`config.mk`:
```
export PLATFORM = sky130hd
export DESIGN_NAME = vector_op_loader
export DESIGN_NICKNAME = d
export VERILOG_FILES = /design/src/rtl/vector_op_loader.sv
export SDC_FILE = /design/constraint.sdc
export NUM_CORES = 1
export LEC_CHECK = 0
export BUFFER_PORTS_ARGS = -buffer_cell sky130_fd_sc_hd__buf_2
export CORE_ASPECT_RATIO = 0.7
export CORE_MARGIN = 5
export CORE_UTILIZATION = 30
export DETAILED_ROUTE_END_ITERATION = 16
export PLACE_DENSITY = 0.51
export REMOVE_ABC_BUFFERS = 1
export SYNTH_ARGS = -nofsm -noshare
export SYNTH_HDL_FRONTEND = slang
export SYNTH_SLANG_ARGS = --single-unit
```
`constraint.sdc`:
```
create_clock -name clk -period 12.4 [get_ports clk]
set_clock_uncertainty 0.2 [all_clocks]
set_input_delay 3.72 -clock clk [delete_from_list [all_inputs] [get_ports clk]]
set_output_delay 3.72 -clock clk [all_outputs]
set_load 0.05 [all_outputs]
```
`src/rtl/vector_op_loader.sv`:
```
// vector_op_loader: Avalon-MM bridge that streams operand words from system memory
// into the vector_op accelerator, runs it, and writes its result back to memory.
module vector_op_loader #(
  parameter int ADDRESS_WIDTH = 2,
  parameter int OPERANDS      = 4,
  parameter int TIMEOUT       = 1023
) (
  input  logic                     clk,
  input  logic                     rst,
  input  logic [ADDRESS_WIDTH-1:0] slave_address,
  input  logic                     slave_read,
  output logic [31:0]              slave_readdata,
  input  logic                     slave_write,
  input  logic [31:0]              slave_writedata,
  output logic                     slave_waitrequest,
  output logic [31:0]              mem_address,
  output logic                     mem_read,
  output logic                     mem_write,
  output logic [31:0]              mem_writedata,
  input  logic [31:0]              mem_readdata,
  input  logic                     mem_waitrequest,
  output logic [2:0]               acc_address,
  output logic                     acc_read,
  output logic                     acc_write,
  output logic [31:0]              acc_writedata,
  input  logic [31:0]              acc_readdata,
  input  logic                     acc_waitrequest,
  input  logic                     acc_irq,
  output logic                     done_irq
);

  localparam logic [2:0] S_IDLE    = 3'd0;
  localparam logic [2:0] S_FETCH   = 3'd1;
  localparam logic [2:0] S_LOAD    = 3'd2;
  localparam logic [2:0] S_START   = 3'd3;
  localparam logic [2:0] S_WAIT    = 3'd4;
  localparam logic [2:0] S_COLLECT = 3'd5;
  localparam logic [2:0] S_STORE   = 3'd6;
  localparam logic [2:0] S_CLEAR   = 3'd7;

  localparam int              TW        = (TIMEOUT < 1) ? 1 : $clog2(TIMEOUT + 1);
  localparam logic [2:0]      LAST_IDX  = 3'(OPERANDS - 1);
  localparam logic [TW-1:0]   TIMEOUT_V = TW'(TIMEOUT);

  logic [2:0]    state_r, state_nxt_s;
  logic [2:0]    idx_r, idx_nxt_s;
  logic [TW-1:0] timer_r, timer_nxt_s;
  logic [31:0]   data_r, data_nxt_s;
  logic [31:0]   result_r, result_nxt_s;
  logic [31:0]   src_r, dst_r;
  logic          done_r, busy_r, err_r;
  logic          set_busy_s, clr_busy_s, set_done_s, set_err_s;
  logic          csr_ctrl_wr_s, start_s, clr_flags_s;
  logic          mem_read_nxt_s, mem_write_nxt_s, acc_read_nxt_s, acc_write_nxt_s;
  logic [31:0]   mem_address_nxt_s, mem_writedata_nxt_s, acc_writedata_nxt_s;
  logic [2:0]    acc_address_nxt_s;

  assign slave_waitrequest = 1'b0;
  assign done_irq          = done_r;

  assign csr_ctrl_wr_s = slave_write && (slave_address == ADDRESS_WIDTH'(0));
  assign start_s       = csr_ctrl_wr_s && slave_writedata[0] && !busy_r;
  assign clr_flags_s   = csr_ctrl_wr_s && slave_writedata[1];

  // CSR read mux; idle bus reads as all ones
  always_comb begin
    slave_readdata = 32'hFFFF_FFFF;
    if (slave_read) begin
      case (slave_address)
        ADDRESS_WIDTH'(0): slave_readdata = {28'd0, err_r, busy_r, done_r, 1'b0};
        ADDRESS_WIDTH'(1): slave_readdata = src_r;
        ADDRESS_WIDTH'(2): slave_readdata = dst_r;
        ADDRESS_WIDTH'(3): slave_readdata = result_r;
        default:           slave_readdata = 32'd0;
      endcase
    end else begin
      slave_readdata = 32'hFFFF_FFFF;
    end
  end

  // Sequencer next-state logic
  always_comb begin
    state_nxt_s  = state_r;
    idx_nxt_s    = idx_r;
    timer_nxt_s  = timer_r;
    data_nxt_s   = data_r;
    result_nxt_s = result_r;
    set_busy_s   = 1'b0;
    clr_busy_s   = 1'b0;
    set_done_s   = 1'b0;
    set_err_s    = 1'b0;
    case (state_r)
      S_IDLE: begin
        if (start_s) begin
          state_nxt_s = S_FETCH;
          idx_nxt_s   = 3'd0;
          set_busy_s  = 1'b1;
        end else begin
          state_nxt_s = S_IDLE;
        end
      end
      S_FETCH: begin
        if (!mem_waitrequest) begin
          data_nxt_s  = mem_readdata;
          state_nxt_s = S_LOAD;
        end else begin
          state_nxt_s = S_FETCH;
        end
      end
      S_LOAD: begin
        if (!acc_waitrequest) begin
          if (idx_r == LAST_IDX) begin
            state_nxt_s = S_START;
          end else begin
            idx_nxt_s   = idx_r + 3'd1;
            state_nxt_s = S_FETCH;
          end
        end else begin
          state_nxt_s = S_LOAD;
        end
      end
      S_START: begin
        if (!acc_waitrequest) begin
          timer_nxt_s = {TW{1'b0}};
          state_nxt_s = S_WAIT;
        end else begin
          state_nxt_s = S_START;
        end
      end
      S_WAIT: begin
        if (acc_irq) begin
          state_nxt_s = S_COLLECT;
        end else if (timer_r == TIMEOUT_V) begin
          set_err_s   = 1'b1;
          state_nxt_s = S_CLEAR;
        end else begin
          timer_nxt_s = timer_r + TW'(1);
        end
      end
      S_COLLECT: begin
        if (!acc_waitrequest) begin
          result_nxt_s = acc_readdata;
          state_nxt_s  = S_STORE;
        end else begin
          state_nxt_s = S_COLLECT;
        end
      end
      S_STORE: begin
        if (!mem_waitrequest) begin
          state_nxt_s = S_CLEAR;
        end else begin
          state_nxt_s = S_STORE;
        end
      end
      S_CLEAR: begin
        if (!acc_waitrequest) begin
          clr_busy_s  = 1'b1;
          set_done_s  = 1'b1;
          state_nxt_s = S_IDLE;
        end else begin
          state_nxt_s = S_CLEAR;
        end
      end
      default: state_nxt_s = S_IDLE;
    endcase
  end

  // Bus outputs are decoded from the next state so they can be registered
  always_comb begin
    mem_read_nxt_s      = (state_nxt_s == S_FETCH);
    mem_write_nxt_s     = (state_nxt_s == S_STORE);
    acc_read_nxt_s      = (state_nxt_s == S_COLLECT);
    acc_write_nxt_s     = (state_nxt_s == S_LOAD) || (state_nxt_s == S_START) ||
                          (state_nxt_s == S_CLEAR);
    mem_address_nxt_s   = 32'd0;
    mem_writedata_nxt_s = 32'd0;
    acc_address_nxt_s   = 3'd0;
    acc_writedata_nxt_s = 32'd0;
    case (state_nxt_s)
      S_FETCH:   mem_address_nxt_s = src_r + {27'd0, idx_nxt_s, 2'b00};
      S_LOAD: begin
        acc_address_nxt_s   = 3'd2 + idx_nxt_s;
        acc_writedata_nxt_s = data_nxt_s;
      end
      S_START:   acc_writedata_nxt_s = 32'd1;
      S_COLLECT: acc_address_nxt_s   = 3'd1;
      S_STORE: begin
        mem_address_nxt_s   = dst_r;
        mem_writedata_nxt_s = result_nxt_s;
      end
      default: acc_writedata_nxt_s = 32'd0;
    endcase
  end

  // State, datapath, CSRs and registered bus outputs
  always_ff @(posedge clk or posedge rst) begin
    if (rst) begin
      state_r       <= S_IDLE;
      idx_r         <= 3'd0;
      timer_r       <= {TW{1'b0}};
      data_r        <= 32'd0;
      result_r      <= 32'd0;
      src_r         <= 32'd0;
      dst_r         <= 32'd0;
      done_r        <= 1'b0;
      busy_r        <= 1'b0;
      err_r         <= 1'b0;
      mem_read      <= 1'b0;
      mem_write     <= 1'b0;
      acc_read      <= 1'b0;
      acc_write     <= 1'b0;
      mem_address   <= 32'd0;
      mem_writedata <= 32'd0;
      acc_address   <= 3'd0;
      acc_writedata <= 32'd0;
    end else begin
      state_r  <= state_nxt_s;
      idx_r    <= idx_nxt_s;
      timer_r  <= timer_nxt_s;
      data_r   <= data_nxt_s;
      result_r <= result_nxt_s;
      if (slave_write && !busy_r && (slave_address == ADDRESS_WIDTH'(1))) src_r <= slave_writedata;
      if (slave_write && !busy_r && (slave_address == ADDRESS_WIDTH'(2))) dst_r <= slave_writedata;
      // Flag sets take priority over a software clear in the same cycle
      if (set_busy_s) busy_r <= 1'b1;
      else if (clr_busy_s) busy_r <= 1'b0;
      if (set_done_s) done_r <= 1'b1;
      else if (clr_flags_s) done_r <= 1'b0;
      if (set_err_s) err_r <= 1'b1;
      else if (clr_flags_s) err_r <= 1'b0;
      mem_read      <= mem_read_nxt_s;
      mem_write     <= mem_write_nxt_s;
      acc_read      <= acc_read_nxt_s;
      acc_write     <= acc_write_nxt_s;
      mem_address   <= mem_address_nxt_s;
      mem_writedata <= mem_writedata_nxt_s;
      acc_address   <= acc_address_nxt_s;
      acc_writedata <= acc_writedata_nxt_s;
    end
  end

endmodule

```
== After elaboration in Yosys (flattened, before gate mapping) ==
Cells that the tools add are included.
Word-level totals
  flip-flop bits (word level): 250
  output and inout port bits: 137
Operators by class
  add/sub/neg operators: 4
  equality and inequality tests: 21
  mux-type cells: 41
  reductions and logical operators: 17
Operators by type and width (count)
  2-to-1 mux 32 bit: 6
  case mux 32 bit (2 select lines): 2
  case mux 32 bit (4 select lines): 1
  adder 32 x 5 -> 32 bit: 1
  2-to-1 mux 10 bit: 3
  2-to-1 mux 3 bit: 8
  case mux 3 bit (8 select lines): 1
  == test 3 bit (second input constant): 7
  case mux 10 bit (2 select lines): 1
  == test 3 x 2 -> 1 bit (second input constant): 5
  2-to-1 mux 1 bit: 14
  case mux 3 bit (2 select lines): 2
  adder 10 x 1 -> 10 bit (second input constant): 1
  == test 10 bit (second input constant): 1
  nonzero test 2 bit: 4
  logical AND 1 bit: 7
  == test 3 x 1 -> 1 bit (second input constant): 2
  2-to-1 mux 2 bit: 3
  inequality test 2 bit (second input constant): 3
  == test 2 bit (second input constant): 2
  AND reduction 4 bit: 1
  adder 2 x 3 -> 3 bit (first input constant): 1
  adder 3 x 1 -> 3 bit (second input constant): 1
  logical NOT 3 bit: 1
  other kinds (4): 5

== Logic depth before layout (Yosys ltp) ==
Gate-level depths: netlist of the first run.
  word-level depth: 9
  mapped depth: 14
  depth with buffers taken out: 13

== Least setup slack after synthesis of the first run ==
No wires, ideal clock.
  kind: input port to output port
  start point: in slave_address[0]
  end point: out slave_readdata[21]
  arrival: 5.104 ns
  data required time: 8.480 ns
  slack: 3.376 ns
  cell stages on the path: 6
  buffers on the path: 3
  cell sequence: buf_2 > nor2b_1 > clkbuf_1 > clkbuf_1 > a22oi_1 > nand2_1
Between the ends
  longest elaborated chain between the ends: 3
  elaborated cells on any way between the ends: 6
  classes of those cells: 3 x eq/ne; 2 x mux; 1 x reduce/logical
Ends and longest elaborated chain
  from (decl): RTL line 10  | input logic [ADDRESS_WIDTH-1:0] slave_address,
  == test 2 bit (tied with other cells): RTL line 69  | case (slave_address)
  case mux 32 bit (4 select lines) (*): RTL line 69
  2-to-1 mux 32 bit (*): RTL line 68  | if (slave_read) begin
  to (decl): RTL line 12  | output logic [31:0] slave_readdata,
Mark *: on every way between the ends. The rest lies on a longest branch, timed or not.

== Worst setup path in the final report of the first run ==
  start point: in slave_address[0]
  end point: out slave_readdata[13]
The elaborated chain is that of the path after synthesis.

==> results of run 1 <==
## worst reg2reg max path, cell delays in order, from the launching register on
cell and delay (ns):
dfrtp_1 0.41, ha_1 0.22, nor2b_1 0.16, nor4_1 0.29, mux2i_1 0.12, o21ai_0 0.39, ha_1 0.33, fa_1 0.24
a21o_1 0.24, nand4b_1 0.43, nor3_1 0.67, nand3_1 0.18, xnor2_1 0.17, a22o_1 0.20
## power groups by stage
stage	Clock, mW	Combinational [mW]	Sequential, mW
floorplan	0	0.740	1.60
CTS	0.847	1.40	1.35
global placement	0	1.39	1.37
detailed placement	0	1.40	1.37
finish	0.821	1.38	1.35
global route	0.879	1.50	1.40
## layout by cell type (no fill, tap or decap), types with 17 or more instances in the layout
cell type and instances:
dfrtp_1 250, mux2_2 142, a22oi_1 29, clkbuf_16 27, and2_1 36, xnor2_1 22, and3_1 39, nor2_1 25
nand2_1 59, buf_2 240, nand3_1 17, a22o_1 33
## worst max path at each step
stage                           startpoint                       end  slack [ns]  cells after the start
final                     slave_address[0]        slave_readdata[13]        2.66                      6
after global routing      slave_address[0]        slave_readdata[13]        2.47                      6
after CTS                 slave_address[0]         slave_readdata[5]        2.59                      6
after detailed placement  slave_address[0]         slave_readdata[5]        2.60                      6
after global placement    slave_address[0]        slave_readdata[11]        2.64                      6
after floorplan                        rst  acc_address[0]$_DFF_PP0_        1.61                      1
## cells by family (layout without fill, tap and decap cells)
| kind of cell | after synthesis | in the layout | synth area share [%] |
|---|---|---|---|
| DFF | 250 | 250 | 58.62 |
| other | 1 | 3 | 0.03514 |
| adders and majority gates | 6 | 6 | 0.7737 |
| and+or+nand+nor | 219 | 219 | 10.94 |
| buffers and inverters | 64 | 306 | 2.778 |
| AOI/OAI and AO/OA | 95 | 95 | 6.823 |
| xor gates and xnor gates | 35 | 35 | 2.872 |
| muxes | 160 | 160 | 17.16 |
## area by class of cell
cell class	count	area, um2	area share [%]
sequential	250	6256	47.36
multi-input combinational	516	4151	31.43
timing repair buffer	249	1269	9.605
clock buffer	40	794.5	6.015
tap	472	590.6	4.471
clock inverter	8	101.3	0.7673
inverter	9	41.29	0.3126
antenna	2	5.005	0.03789
## state kept, by name (all words and copies together) (netlist names), 10 cells and up
| name | flops |
|---|---|
| result_r | 32 |
| data_r | 32 |
| timer_r | 10 |
| dst_r | 32 |
| src_r | 32 |
| acc_writedata | 32 |
| mem_writedata | 32 |
| mem_address | 32 |
## layer usage
metal	routed length [um]	GRT usage [%]
met5	55	0
met4	819	3.683
met3	1832	3.974
met2	13800	23.63
met1	14360	21.84
## per-stage QoR
step | instances | total power, mW | utilization, % | setup WS [ns] | hold slack [ns]
floorplan | 775 | 2.344 | - | 1.608 | 0.2414
global placement | 1496 | 2.754 | 35.29 | 2.644 | 0.2579
detailed placement | 1496 | 2.765 | 35.29 | 2.598 | 0.2653
CTS | 1544 | 3.604 | 37.86 | 2.588 | 0.2812
global route | 1546 | 3.776 | 37.88 | 2.470 | 0.2895
finish | 1546 | 3.557 | 37.88 | 2.662 | 0.2754
==> results.md, run 1 <==
* CP Capture Type: output pin
* Core outline area at 0.03487 mm2
* Largest stage delay, worst path at 0.89 ns
* Critical R2R Launch: idx_r[0]$_DFF_PP0_
* CTS sink cnt at 250
* Net Switching at 1.433 mW
* Post-synth EDFFs at 0
* Main synth FF type: dfrtp_1
* Pint at roughly 2.1 mW
* Top post-synthesis cells by count: dfrtp_1 (250), mux2_2 (142), nand2_1 (59), and3_1 (41), and2_1 (36)
* Hold Startpoint: data_r[29]$_DFF_PP0_
* Sequential share of power at 38.0%
* Longest Clk Path Bufs at 3
* Worst Tran Pin Value at 1.053 ns
* Cts hold-fix bufs at 0
* Slew Viols, Final at 0
* Via count at ~7,300
* Worst Hold Class: reg -> reg
* TritonCTS buffer count at 27
* Worst path arrival time at 5.82 ns
* Post-route DRC at 0
* Rows at 57
* Max stage delay cell, worst path: nor2b_4
* Critical path's top delay family: simple AND/OR/NAND/NOR gates
* Number of port buffers at between 200 and 250
* Tmin final at 9.738 ns
* TritonCTS clock tree: built
* Worst setup path class: in -> out
* LEAKAGE at 6.454 nW
* Nets at approximately 1,200
* Largest net degree at the start of global routing at between 100 and 150
* Layout cell share with drive strength beyond 1 at 42.35%
* RSZ-0062 raised after global routing: no
* R2R Path End: mem_address[30]$_DFF_PP0_
* Initial antenna violation count at 9
* Worst Path Required at 8.48 ns
* Crit start category: input pin
* Worst path cell trace: buf_2 -> buf_4 -> nor2b_4 -> a22oi_1 -> nand2_1 -> buf_2
* Worst rel slew slack at 29.81%
* VDD IR max at 123.2 uV
* Min-Delay Endpoint: data_r[29]$_DFF_PP0_
* Setup violations, final at 0
* Max Cap Violations at 0
* Period utilisation layout at 78.53%
* Clock Power Share at 23.1%
* Cells after Synth at 830
* Status: completed
* Hold Path Cell Cnt at 1
* Dominant cell type by area after synthesis: dfrtp_1
* Area after DPL at 0.01231 mm2
* Synth warn at 0
* Logic gate share of total power at 38.9%
* Crit Path Max Fanout at 36
* Vias in the first global route at 7,749
* R2r setup slk at 8.03 ns
* Die Width at 235.4 um
* Synthesized area per cell at between 10 and 15 um2
* Clock-pin slew on the worst setup and hold paths at about 0.060 ns
* Count leader, synth: dfrtp_1
* Most frequent CP cell: buf_2
* Post-CTS Setup Inserts at 0
* DRT antenna net count at 0
* Initial Utilization at 30.60%
* Avg WL per Cell at between 15 and 20 um
* Max Fclk at 0.1027 GHz
* Hpwl dp at 20,440 um
* Cell area after layout at 0.01321 mm2
* H-Tree Level Count at 1
* Congestion Overflow GR at 0
* Synth-to-Final Area Change at 23.76%
* IO Count at 242
* Gr usage total at 15.34%
* Initial DRC count at 364
* Area contributors post-synth: dfrtp_1 (59%), mux2_2 (15%), a22o_1 (2.7%), and3_1 (2.4%), and2_1 (2.1%)
* Buffers plus inverters on the worst setup path at 3
* Netlist cell types at 53
* Post-CTS sizing at 0
* Die footprint at slightly below 0.04 mm2
* First-pass GRT wire length at 48,220 um
* Fillcell total at between 3,000 and 4,000
* Gpl congestion at 0.7448
* Cell Pwr Density at 269.3 mW/mm2
* Final TNS setup at 0 ns
* Worst-skew pair later-pin latency at 0.55 ns
* Clk root buf: clkbuf_16
* Vias/cell at 4.734
* Pre-antenna DRT Iters at 5
* Hold Violations, Final at 0
* Sw Share at between 40% and 50%
* Synth async-reset ratio at 100.0%
* Post-synth top area share at 58.62%
* Seq/Total Area, Yosys at 58.62%
* Post-synthesis register bit count at 250
* Mapped cell area at 0.01067 mm2
* Aggregate routed wire length at 30,870 um
* Path depth of the worst reg2reg path at 13
* Die height at 167.8 um
Power figures use the tool's default switching activity.
==> run 2, diff against run 1 <==
Settings changed: PLACE_DENSITY 0.51 to 0.53.
Clock period 12.4 ns to 8.2 ns, I/O delays scaled along.
==> results.md, run 2 (same netlist as run 1, synthesis figures left out) <==
* Status: completed
* Commonest non-fill, non-tap cell in the layout: dfrtp_1
* Initial antenna violation count at 2
* DRT antenna net count at 0
* Tmin final at 6.826 ns
* Vias/cell at about 4.7
* IO Count at 242
* Via count at 7,168
* Setup violations, final at 0
* TritonCTS buffer count at 26
* # diodes at 0
* Die Width at 235.4 um
* Die height at 167.8 um
* Number of port buffers at 240
* Die footprint at ~0.040 mm2
* Crit Path Max Fanout at 29
* Sequential share of power at 38.1%
* Post-CTS sizing at 0
* Largest net degree at the start of global routing at 164
* Cts hold-fix bufs at 0
* M2 GR Usage at between 20% and 30%
* Rows at 57
* Final TNS setup at 0 ns
* Period utilisation layout at 83.25%
* GRT busiest layer: met2
* Logic gate share of total power at 39.1%
* Sw Share at 40.12%
* Vias in the first global route at 7,715
* Clk root buf: clkbuf_16
* H-Tree Level Count at 1
* Worst Tran Pin Value at approximately 1.1 ns
* Pre-antenna DRT Iters at 4
* Worst rel slew slack at between 20 and 30%
* Gr usage total at 15.15%
* Slew Viols, Final at 0
* Max Cap Violations at 0
* Congestion Overflow GR at 0
* Clock Power Share at between 20 and 25%
* Fin cells at 1,540
* Layout cell share with drive strength beyond 1 at between 40 and 50%
* Post-CTS Setup Inserts at 0
* Worst setup path class: in -> out
* Routing usage on met3 at 3.679%
* RSZ-0062 raised after global routing: no
* Post-route DRC at 0
* Worst path arrival time at 4.17 ns
* Longest Clk Path Bufs at 3
* CP Capture Type: output pin
* Fillcell total at 3,454
* Commonest cells after routing, fill and taps aside: dfrtp_1 (250), buf_2 (240), mux2_2 (142), nand2_1 (59), and3_1 (39)
* First-pass GRT wire length at 47,800 um
* Cell Pwr Density at about 410 mW/mm2
* Core outline area at 0.03487 mm2
* Initial DRC count at 392
* GR met1 Demand/Resource at ~21%
* Crit start category: input pin
* Worst Path Required at 5.54 ns
* Pint at around 3.2 mW
* Net Switching at 2.159 mW
* Avg WL per Cell at 19.89 um
* LEAKAGE at 6.457 nW
* Gpl congestion at 0.7669
* Hpwl dp at approximately 21,000 um
* CTS sink cnt at 250
* VDD IR max at 159.8 uV
* Max Fclk at 0.1465 GHz
* Worst-skew pair later-pin latency at about 0.54 ns
* Hold Violations, Final at 0
* Synth-to-Final Area Change at 23.74%
* Aggregate routed wire length at 30,640 um
* Initial Utilization at 30.60%
* Placed insts at roughly 1,500
* TritonCTS clock tree: built
* Worst Hold Class: reg -> reg
* Nets at 1,163
* Clock-pin slew on the worst setup and hold paths at roughly 0.06 ns
run 2: changes by cell type in the layout (fill, tap and decap cells not counted):
cell and delta:
clkinv_4 -1, buf_12 +1, clkbuf_1 -3, diode_2 -2, inv_6 -2, clkbuf_8 +2, buf_4 -1
run 2: worst max-delay path, cell delays in order:
cell and delay [ns]:
buf_2 0.28, nor2b_4 0.79, a22oi_1 0.20, nand2_1 0.10, buf_2 0.30
run 2: area by class of cell:
type                            instances  area (um2)  share of cell area [%]
Clock inverter                          5       75.07                  0.5685
Sequential cell                       250        6256                   47.37
Clock buffer                           39       810.8                   6.139
Tap cell                              472       590.6                   4.472
Timing Repair Buffer                  249        1281                   9.702
Multi-Input combinational cell        516        4151                   31.44
Inverter                                9       41.29                  0.3126
run 2: power groups by stage:
| stage | logic, mW | registers, mW | clock network [mW] |
|---|---|---|---|
| after floorplan | 1.12 | 2.43 | 0 |
| after global placement | 2.11 | 2.07 | 0 |
| after detailed placement | 2.13 | 2.08 | 0 |
| after CTS | 2.14 | 2.06 | 1.27 |
| after global routing | 2.28 | 2.11 | 1.32 |
| final | 2.11 | 2.05 | 1.23 |
run 2: path summary, 6_finish.rpt:
path,from,end,slack [ns],depth (start not counted)
max in group asynchronous,rst,mem_writedata[18]$_DFF_PP0_,4.73,3
min reg2reg,data_r[28]$_DFF_PP0_,data_r[28]$_DFF_PP0_,0.28,1
max reg2reg,idx_r[0]$_DFF_PP0_,mem_address[30]$_DFF_PP0_,3.89,13
max,slave_address[0],slave_readdata[4],1.37,5
min,data_r[28]$_DFF_PP0_,data_r[28]$_DFF_PP0_,0.28,1
min in group asynchronous,rst,mem_writedata[10]$_DFF_PP0_,1.78,2
run 2: per-stage QoR:
stage               area (um2)  setup slack (ns)  util [%]  total power, mW  hold slack [ns]
detailed placement       12320             1.324     35.33            4.208           0.2671
global route             13210             1.213     37.87            5.715           0.2951
CTS                      13210             1.321     37.87            5.466           0.2811
floorplan                10410            -1.332         -            3.545           0.2414
global placement         12320             1.358     35.33            4.182           0.2572
finish                   13210             1.374     37.87            5.382           0.2766
run 2: per-layer routing:
layer  share of wire, %  vias to the layer above
met5              0.042                        -
met1                 47                     3581
met3                6.3                       28
met2                 46                      177
met4                1.5                        2
li1                   -                     3380
